==> src/rtl/watermark_detector_if.sv <==
// watermark_detector_if
//   Groups the control, key and pixel-stream signals of watermark_detector.
//   master : the pixel source / controller (drives start, key, WM_select,
//            pix_valid, pix_data; observes status and results)
//   slave  : the detector itself
//   The err_cnt signal exists only when WM_DETECT_ERRCNT_EN is defined.
interface watermark_detector_if;
  logic        start;
  logic [7:0]  key;
  logic        WM_select;
  logic        pix_valid;
  logic [7:0]  pix_data;
  logic        pix_ready;
  logic        busy;
  logic        done;
  logic        detected;
  logic [15:0] match_cnt;
`ifdef WM_DETECT_ERRCNT_EN
  logic [15:0] err_cnt;

  modport master (
    output start, key, WM_select, pix_valid, pix_data,
    input  pix_ready, busy, done, detected, match_cnt, err_cnt
  );
  modport slave (
    input  start, key, WM_select, pix_valid, pix_data,
    output pix_ready, busy, done, detected, match_cnt, err_cnt
  );
`else
  modport master (
    output start, key, WM_select, pix_valid, pix_data,
    input  pix_ready, busy, done, detected, match_cnt
  );
  modport slave (
    input  start, key, WM_select, pix_valid, pix_data,
    output pix_ready, busy, done, detected, match_cnt
  );
`endif
endinterface

==> src/rtl/watermark_detector.sv <==
// watermark_detector
//   Compares the embedded watermark bits of a pixel stream against an
//   LFSR-generated reference sequence and reports how many pixels matched.
//   One run covers NUM_PIX accepted pixels; detected is set when the final
//   match count reaches THRESH.
//
// Ports
//   clk    : clock, all state changes on its rising edge
//   rst_n  : asynchronous active-low reset
//   bus    : watermark_detector_if.slave
//            start, key, WM_select, pix_valid, pix_data  (in)
//            pix_ready, busy, done, detected, match_cnt  (out)
//            err_cnt (out, only with WM_DETECT_ERRCNT_EN)
//
// Optional feature
//   WM_DETECT_ERRCNT_EN : adds a per-run count of mismatching pixels.
//
// state | meaning
// ------+-----------------------------------------------------------
// IDLE  | waiting for start; results of the last run are held
// SEED  | load LFSR from key, latch WM_select, clear counters
// RUN   | accept pixels, compare, count; leave after pixel NUM_PIX-1
// DONE  | one-cycle done pulse, detected is updated
module watermark_detector #(
  parameter int NUM_PIX = 256,
  parameter int THRESH  = 230
) (
  input logic                 clk,
  input logic                 rst_n,
  watermark_detector_if.slave bus
);

  localparam logic [15:0] LAST_PIX = 16'(NUM_PIX - 1);
  localparam logic [15:0] THRESH_W = 16'(THRESH);

  typedef enum logic [1:0] {IDLE, SEED, RUN, DONE} state_t;

  state_t      state;
  logic [7:0]  q;
  logic        wm_sel;
  logic [15:0] pix_cnt;

  logic        accept;
  logic [1:0]  exp_bits;
  logic        match;
  logic [7:0]  q_next;

  // pix_ready is only ever high in RUN, so accept implies RUN.
  assign accept      = bus.pix_valid & bus.pix_ready;
  assign exp_bits[0] = q[0];
  assign exp_bits[1] = wm_sel ? (q[1] ^ q[0]) : 1'b0;
  assign match       = (bus.pix_data[0] == exp_bits[0]) &&
                       (!wm_sel || (bus.pix_data[1] == exp_bits[1]));
  assign q_next      = {q[6:0], q[7] ^ q[5] ^ q[4] ^ q[3]};

`ifdef WM_DETECT_ERRCNT_EN
  always_ff @(posedge clk or negedge rst_n) begin
    if (!rst_n) begin
      bus.err_cnt <= 16'd0;
    end else if (state == SEED) begin
      bus.err_cnt <= 16'd0;
    end else if (state == RUN && accept && !match) begin
      bus.err_cnt <= bus.err_cnt + 16'd1;
    end
  end
`endif

  always_ff @(posedge clk or negedge rst_n) begin
    if (!rst_n) begin
      state         <= IDLE;
      q             <= 8'h01;
      wm_sel        <= 1'b0;
      pix_cnt       <= 16'd0;
      bus.pix_ready <= 1'b0;
      bus.busy      <= 1'b0;
      bus.done      <= 1'b0;
      bus.detected  <= 1'b0;
      bus.match_cnt <= 16'd0;
    end else begin
      bus.done <= 1'b0;
      case (state)
        IDLE: begin
          if (bus.start) begin
            state    <= SEED;
            bus.busy <= 1'b1;
          end
        end
        SEED: begin
          // An all-zero seed would lock the LFSR, so it is replaced by 1.
          q             <= (bus.key == 8'h00) ? 8'h01 : bus.key;
          wm_sel        <= bus.WM_select;
          pix_cnt       <= 16'd0;
          bus.match_cnt <= 16'd0;
          bus.pix_ready <= 1'b1;
          state         <= RUN;
        end
        RUN: begin
          if (accept) begin
            q       <= q_next;
            pix_cnt <= pix_cnt + 16'd1;
            if (match) begin
              bus.match_cnt <= bus.match_cnt + 16'd1;
            end
            if (pix_cnt == LAST_PIX) begin
              bus.pix_ready <= 1'b0;
              bus.done      <= 1'b1;
              state         <= DONE;
            end
          end
        end
        DONE: begin
          bus.detected <= (bus.match_cnt >= THRESH_W);
          bus.busy     <= 1'b0;
          state        <= IDLE;
        end
        default: begin
          state <= IDLE;
        end
      endcase
    end
  end

endmodule

==> src/flat_wrapper.sv <==
// flat-port wrapper written by rule: the top's interface ports become plain ports
module watermark_detector_flat 
#(
  parameter int NUM_PIX = 256,
  parameter int THRESH  = 230
)
  (clk, rst_n, bus_start, bus_key, bus_WM_select, bus_pix_valid, bus_pix_data, bus_pix_ready, bus_busy, bus_done, bus_detected, bus_match_cnt);
  watermark_detector_if bus_i ();
  input logic clk;
  input logic rst_n;
  input wire logic [$bits(bus_i.start)-1:0] bus_start;
  input wire logic [$bits(bus_i.key)-1:0] bus_key;
  input wire logic [$bits(bus_i.WM_select)-1:0] bus_WM_select;
  input wire logic [$bits(bus_i.pix_valid)-1:0] bus_pix_valid;
  input wire logic [$bits(bus_i.pix_data)-1:0] bus_pix_data;
  output wire logic [$bits(bus_i.pix_ready)-1:0] bus_pix_ready;
  output wire logic [$bits(bus_i.busy)-1:0] bus_busy;
  output wire logic [$bits(bus_i.done)-1:0] bus_done;
  output wire logic [$bits(bus_i.detected)-1:0] bus_detected;
  output wire logic [$bits(bus_i.match_cnt)-1:0] bus_match_cnt;
  assign bus_i.start = bus_start;
  assign bus_i.key = bus_key;
  assign bus_i.WM_select = bus_WM_select;
  assign bus_i.pix_valid = bus_pix_valid;
  assign bus_i.pix_data = bus_pix_data;
  assign bus_pix_ready = bus_i.pix_ready;
  assign bus_busy = bus_i.busy;
  assign bus_done = bus_i.done;
  assign bus_detected = bus_i.detected;
  assign bus_match_cnt = bus_i.match_cnt;
  watermark_detector #(.NUM_PIX(NUM_PIX), .THRESH(THRESH)) u_core (.clk(clk), .rst_n(rst_n), .bus(bus_i));
endmodule
==> config.mk <==
export PLATFORM = sky130hd
export DESIGN_NAME = watermark_detector_flat
export DESIGN_NICKNAME = d
export VERILOG_FILES = /design/src/rtl/watermark_detector_if.sv /design/src/rtl/watermark_detector.sv /design/src/flat_wrapper.sv
export SDC_FILE = /design/constraint.sdc
export NUM_CORES = 1
export LEC_CHECK = 0
export ABC_AREA = 0
export CAP_MARGIN = 5
export CORE_MARGIN = 4
export CORE_UTILIZATION = 50
export DETAILED_ROUTE_END_ITERATION = 6
export DONT_BUFFER_PORTS = 1
export PLACE_DENSITY = 0.72
export SKIP_LAST_GASP = 1
export SLEW_MARGIN = 20
export SYNTH_ARGS = -nofsm -noshare
export SYNTH_HDL_FRONTEND = slang
export SYNTH_SLANG_ARGS = --single-unit
==> constraint.sdc <==
create_clock -name clk -period 3.9 [get_ports clk]
set_clock_uncertainty 0.1 [all_clocks]
set_input_delay 0.78 -clock clk [delete_from_list [all_inputs] [get_ports clk]]
set_output_delay 0.78 -clock clk [all_outputs]
set_load 0.02 [all_outputs]
# After elaboration in Yosys (flattened, before gate mapping)

Cells that the tools add are included.
W data, S select, Z words.

Flip-flop bits (word level): 47
Input port bits: 21
Output and inout port bits: 20
Logic and storage cells: 60

$add $sub $neg: 2
Magnitude comparators: 1
Equality and inequality tests: 10
Mux-type cells: 21
Bitwise operators: 5
Reduce and logical (&&, ||, !) cells: 12

Operators by type and width:

| kind                    | number |
|---|---|
| $pmux W16 S2            | 2 |
| $mux W16                | 3 |
| $add A16 B1 Y16 const B | 2 |
| $eq A16 B8 Y1 const B   | 1 |
| $ge A16 B8 Y1 const B   | 1 |
| $mux W8                 | 2 |
| $pmux W8 S2             | 1 |
| $reduce_and A3 Y1       | 3 |
| $logic_not A8 Y1        | 1 |
| $pmux W2 S4             | 1 |
| $mux W1                 | 7 |
| $mux W2                 | 3 |
| $ne A2 B1 Y1 const B    | 3 |
| $eq A2 B2 Y1 const B    | 2 |
| $pmux W1 S2             | 2 |
| $reduce_and A2 Y1       | 2 |
| $reduce_bool A2 Y1      | 2 |
| $xor A1 B1 Y1           | 4 |
| $eq A1 B1 Y1            | 2 |
| $eq A2 B1 Y1 const B    | 1 |
| $logic_not A2 Y1        | 1 |
| $ne A2 B2 Y1 const B    | 1 |
| $and A1 B1 Y1           | 1 |
| $logic_and A1 B1 Y1     | 1 |
| other kinds (2)         | 2 |

# Longest topological paths before layout

Word-level depth: 8
Gate-level depth with buffers: 8
Gate-level depth less buffers: 7

# Worst setup path after synthesis

OpenSTA, ideal clock, no wires.

Path type: input-to-reg
Start point: in bus_pix_data[1]
End point: reg u_core.bus.match_cnt[11]
Setup time: 0.078 ns
Arrival time: 1.928 ns
Required time: 3.722 ns
Path slack: 1.794 ns
Cell stages on the path: 5
Buffers on the path: 0
Cell sequence: xnor2_1 o21a_4 o211ai_4 or4_1 a21oi_1

Word-level cells in the longest chain between the ends: 5

RTL lines:

| element                     | RTL line                    | text |
|---|---|---|
| start, declared             | flat_wrapper.sv:15          | `input wire logic [$bits(bus_i.pix_data)-1:0] bus_pix_data;` |
| $eq A1 B1 Y1                | watermark_detector.sv:53    | `(!wm_sel \|\| (bus.pix_data[1] == exp_bits[1]));` |
| $logic_or A1 B1 Y1          | watermark_detector.sv:53    |  |
| $logic_and A1 B1 Y1         | watermark_detector.sv:52    | `assign match = (bus.pix_data[0] == exp_bits[0]) &&` |
| $ne A2 B1 Y1 (no line)      | n/a                         |  |
| $reduce_and A3 Y1 (no line) | n/a                         |  |
| end signal, assigned        | watermark_detector.sv:102   | `bus.match_cnt <= bus.match_cnt + 16'd1;` |
| end, declared               | watermark_detector_if.sv:36 | `output pix_ready, busy, done, detected, match_cnt` |

Every way passes these cells.
A chain may end at the register's enable or synchronous reset.

# Final worst setup path

Start point: reg u_core.state[0]
End point: reg u_core.bus.match_cnt[6]

Word-level cells in the longest chain between the ends: 3
Elaborated cells between the ends (all ways): 7
Classes of those cells: eq/ne: 4; mux: 1; reduce/logical: 2

RTL lines:

| element                                                             | RTL line                 | text |
|---|---|---|
| start, declared                                                     | watermark_detector.sv:38 | `state_t state;` |
| start signal, assigned                                              | watermark_detector.sv:70 | `state <= IDLE;` |
| start signal, assigned                                              | watermark_detector.sv:84 | `state <= SEED;` |
| start signal, assigned                                              | watermark_detector.sv:95 | `state <= RUN;` |
| $eq A2 B2 Y1 / $eq A2 B1 Y1 (equally long branches)                 | watermark_detector.sv:81 | `case (state)` |
| $ne A2 B1 Y1 (no line) / $reduce_bool A2 Y1 (equally long branches) | n/a                      |  |
| $reduce_and A3 Y1 (no line)                                         | n/a                      |  |

Several ways; a longest one is shown, not always the timed one.

==> flow_summary.yaml <==
status:
  status: "finished, final reports clean"
floorplan:
  rows: 25
  die_width_um: 79.2
  die_y_um: 79.2
  dieArea_um2: 6260
  start_util: 0.525
  io-pin-count: 41
  core_um2: 4820
logic_synthesis:
  synth_top_area_share: 0.455
  yosysUniqueCellTypes: 42
  ys_ff_latch: 47
  avgSynthCellArea_um2: 9.74
  syn_inst: 260
  syn-cell-area_um2: 2530
  synth_common_cells: "46 x dfrtp_1, 24 x nor2_1, 20 x a21oi_1"
  syn_nets: 289
  synth_ff_type: "dfrtp_1"
  synth_edf_count: 0
  synthArstFlopShare: 1.00
  yosysTopAreaCell: "dfrtp_1"
  synth.area.top_cells: "dfrtp_1 45%, a21oi_1 4.0%, ha_1 4.0%, xnor2_1 3.8%, mux2i_1 3.6%"
  synth-seq-area-share: 0.465
  synthMostInstantiatedCell: "dfrtp_1"
  yosys_warnings: 0
global_routing:
  grt_use_total: 0.175
  grt_pass1_wl_mm: 8.87
  antenna_found_initial: 0
  grt_start_max_net_pins: 48
  grt.overflow.total: 0
  grt_pass1_vias: 1833
critical_path:
  endpoint_kind: "register"
  slowest_delay_ns: 0.68
  crit_slowest_cell: "a21oi_4"
  rrSetupSlack_ns: 1.15
  critPathLaunchType: "register"
  critical_path_buf_inv_count: 1
  r2r_end: "u_core.bus.match_cnt[6]"
  reg2regPathDepth: 6
  critical_path_class: "register to register"
  critPathTopFamily: "compound AO/OA/AOI/OAI gates"
  worst-path-max-fanout: 25
  r2r_start: "u_core.state[0]"
  worstPathRequired_ns: 4.04
  cp.arrival_ns: 2.88
  cp_cell_sequence: "inv_1, ha_1, a21oi_4, o21ai_2, or4_1, nand2_1"
routing:
  drtIter0Drc: 126
  num_vias: 1899
  dr.pass1.iters: 4
  vias_per_cell: 5.77
  drt-wirelength-per-cell_um: 15.4
  finalWirelength_mm: 5.06
  final_antenna_net_count: 0
  drc: 0
placed_design:
  dp_hpwl_mm: 3.43
  port_buffers: 0
  gp_congestion: 0.755
timing:
  slew_viol_final: 0
  max_freq_mhz: 364
  setup_violations: 0
  hold_viol: 0
  tightest_slew_ns: 0.887
  timing.slew.headroom: 0.408
  period_share: 0.704
  post-route-min-period_ns: 2.75
  tns_ns: 0
  rsz0062_at_grt: "no"
pwr:
  p_per_area_nw_per_um2: 529
  max-vdd-ir-drop_v: 0.000297
  p_leak_nw: 1.18
  total_power_w: 0.00144
clocking:
  post-cts-setup-buffer-count: 0
  cts_root_buf: "clkbuf_8"
  htreeDepth: 2
  cts_buffer_depth: 2
  cts_hold_buf: 0
  clock-sinks: 47
  clock_latency_ns: 0.30
  tritoncts: "yes"
  clkTransAtPathRegs_ns: 0.09
  cts_resized: 0
  cts_buffers: 5
finish:
  area.growth.synth_to_final_pct: 7.66
  fin_nets: 290
  diodes: 0
  drive_above_1_share: 0.0725
worst_hold_path:
  hp-class: "input port to asynchronous set/reset pin"
flow_run:
  max_cap_violations: 0
==> sequential cells by signal (all words and copies together), names as in the netlist <==
name	cells
u_core.q	8
u_core.bus.pix_ready	1
u_core.state	2
u_core.pix_cnt	16
u_core.wm_sel	1
u_core.bus.busy	1
u_core.bus.detected	1
u_core.bus.done	1
u_core.bus.match_cnt	16
==> layout by cell type, fill, tap and decap left out, types with 2 or more instances in the layout <==
cell       netlist  routed
o2111ai_1        2       2
or3_1           11      11
o31ai_1          2       2
a21oi_4          2       2
o211ai_1         4       4
xor2_1           7       7
nand2_1         18      18
dfrtp_1         46      46
o21ai_0         16      16
xnor2_1         11      11
and2_1           2       2
ha_1             8       8
nor3_1           8       8
or4_1            5       5
inv_1           14      14
nand4_1          6       6
nor4_1           3       3
a21oi_1         20      20
bufinv_16        0       2
nand3_1         11      11
mux2i_1          9       9
a22o_1           3       3
nor2_1          24      24
clkbuf_8         0       5
and3_1           4       4
==> per-layer routing <==
metal  share of wire  global-route usage  vias to the layer above
li1                -                   -                      931
met1            0.45               0.225                      923
met2            0.47               0.287                       39
met3           0.063              0.0544                        6
met4           0.010              0.0464                        0
met5               0                   0                        -
==> through the flow <==
step / instances / hold slack (ns) / utilization / worst slack [ns] / area (um2)
2_1_floorplan: 260 / 0.384 / - / 1.79 / 2530
3_5_place_dp: 321 / 0.386 / 0.538 / 1.17 / 2590
6_report: 329 / 0.0659 / 0.566 / 1.15 / 2730
5_1_grt: 329 / 0.0476 / 0.566 / 0.913 / 2730
3_3_place_gp: 321 / 0.386 / 0.538 / 1.24 / 2590
4_1_cts: 329 / 0.0599 / 0.566 / 1.14 / 2730
==> worst reg2reg max path, delay by kind of cell (launching register included) <==
family | cells | cell delay, ns
buffers and inverters | 1 | 0.10
adders and majority gates | 1 | 0.51
DFF | 1 | 0.41
and+or+nand+nor | 2 | 0.60
AOI/OAI and AO/OA | 2 | 0.98
==> where the power goes <==
group          internal, W  switching (W)  total [W]
Combinational     0.000142       0.000154   0.000296
Sequential        0.000583       0.000141   0.000723
Clock             0.000256       0.000165   0.000422
==> final cells by class <==
type | instances | area (um2)
clock buffers | 6 | 72.6
clock inverters | 2 | 60.1
fillers | 465 | 2090
inverters | 14 | 52.6
multi-input cells | 192 | 1270
flip-flops and latches | 47 | 1180
well taps | 67 | 83.8
repair buffers | 1 | 7.51
==> kinds of logic (layout without fill, tap and decap cells) <==
family,after synthesis,after routing,share of synthesized area
xor gates and xnor gates,18,18,0.0623
DFF,47,47,0.465
muxes,10,10,0.0400
buffers and inverters,21,23,0.0326
adders and majority gates,8,8,0.0395
AOI/OAI and AO/OA,59,59,0.163
and+or+nand+nor,97,97,0.197
==> worst max-delay path by stage <==
| stage | start | end | slack, ns | cells past startpoint |
|---|---|---|---|---|
| 2_1_floorplan | bus_pix_data[1] | u_core.bus.match_cnt[11] | 1.79 | 5 |
| 3_3_place_gp | u_core.state[0] | u_core.bus.match_cnt[6] | 1.24 | 6 |
| 3_5_place_dp | u_core.state[0] | u_core.bus.match_cnt[6] | 1.17 | 6 |
| 4_1_cts | u_core.state[0] | u_core.bus.match_cnt[6] | 1.14 | 6 |
| 5_1_grt | u_core.state[0] | u_core.bus.match_cnt[6] | 0.91 | 6 |
| 6_report | u_core.state[0] | u_core.bus.match_cnt[6] | 1.15 | 6 |
(Power assumes the default switching activity.)
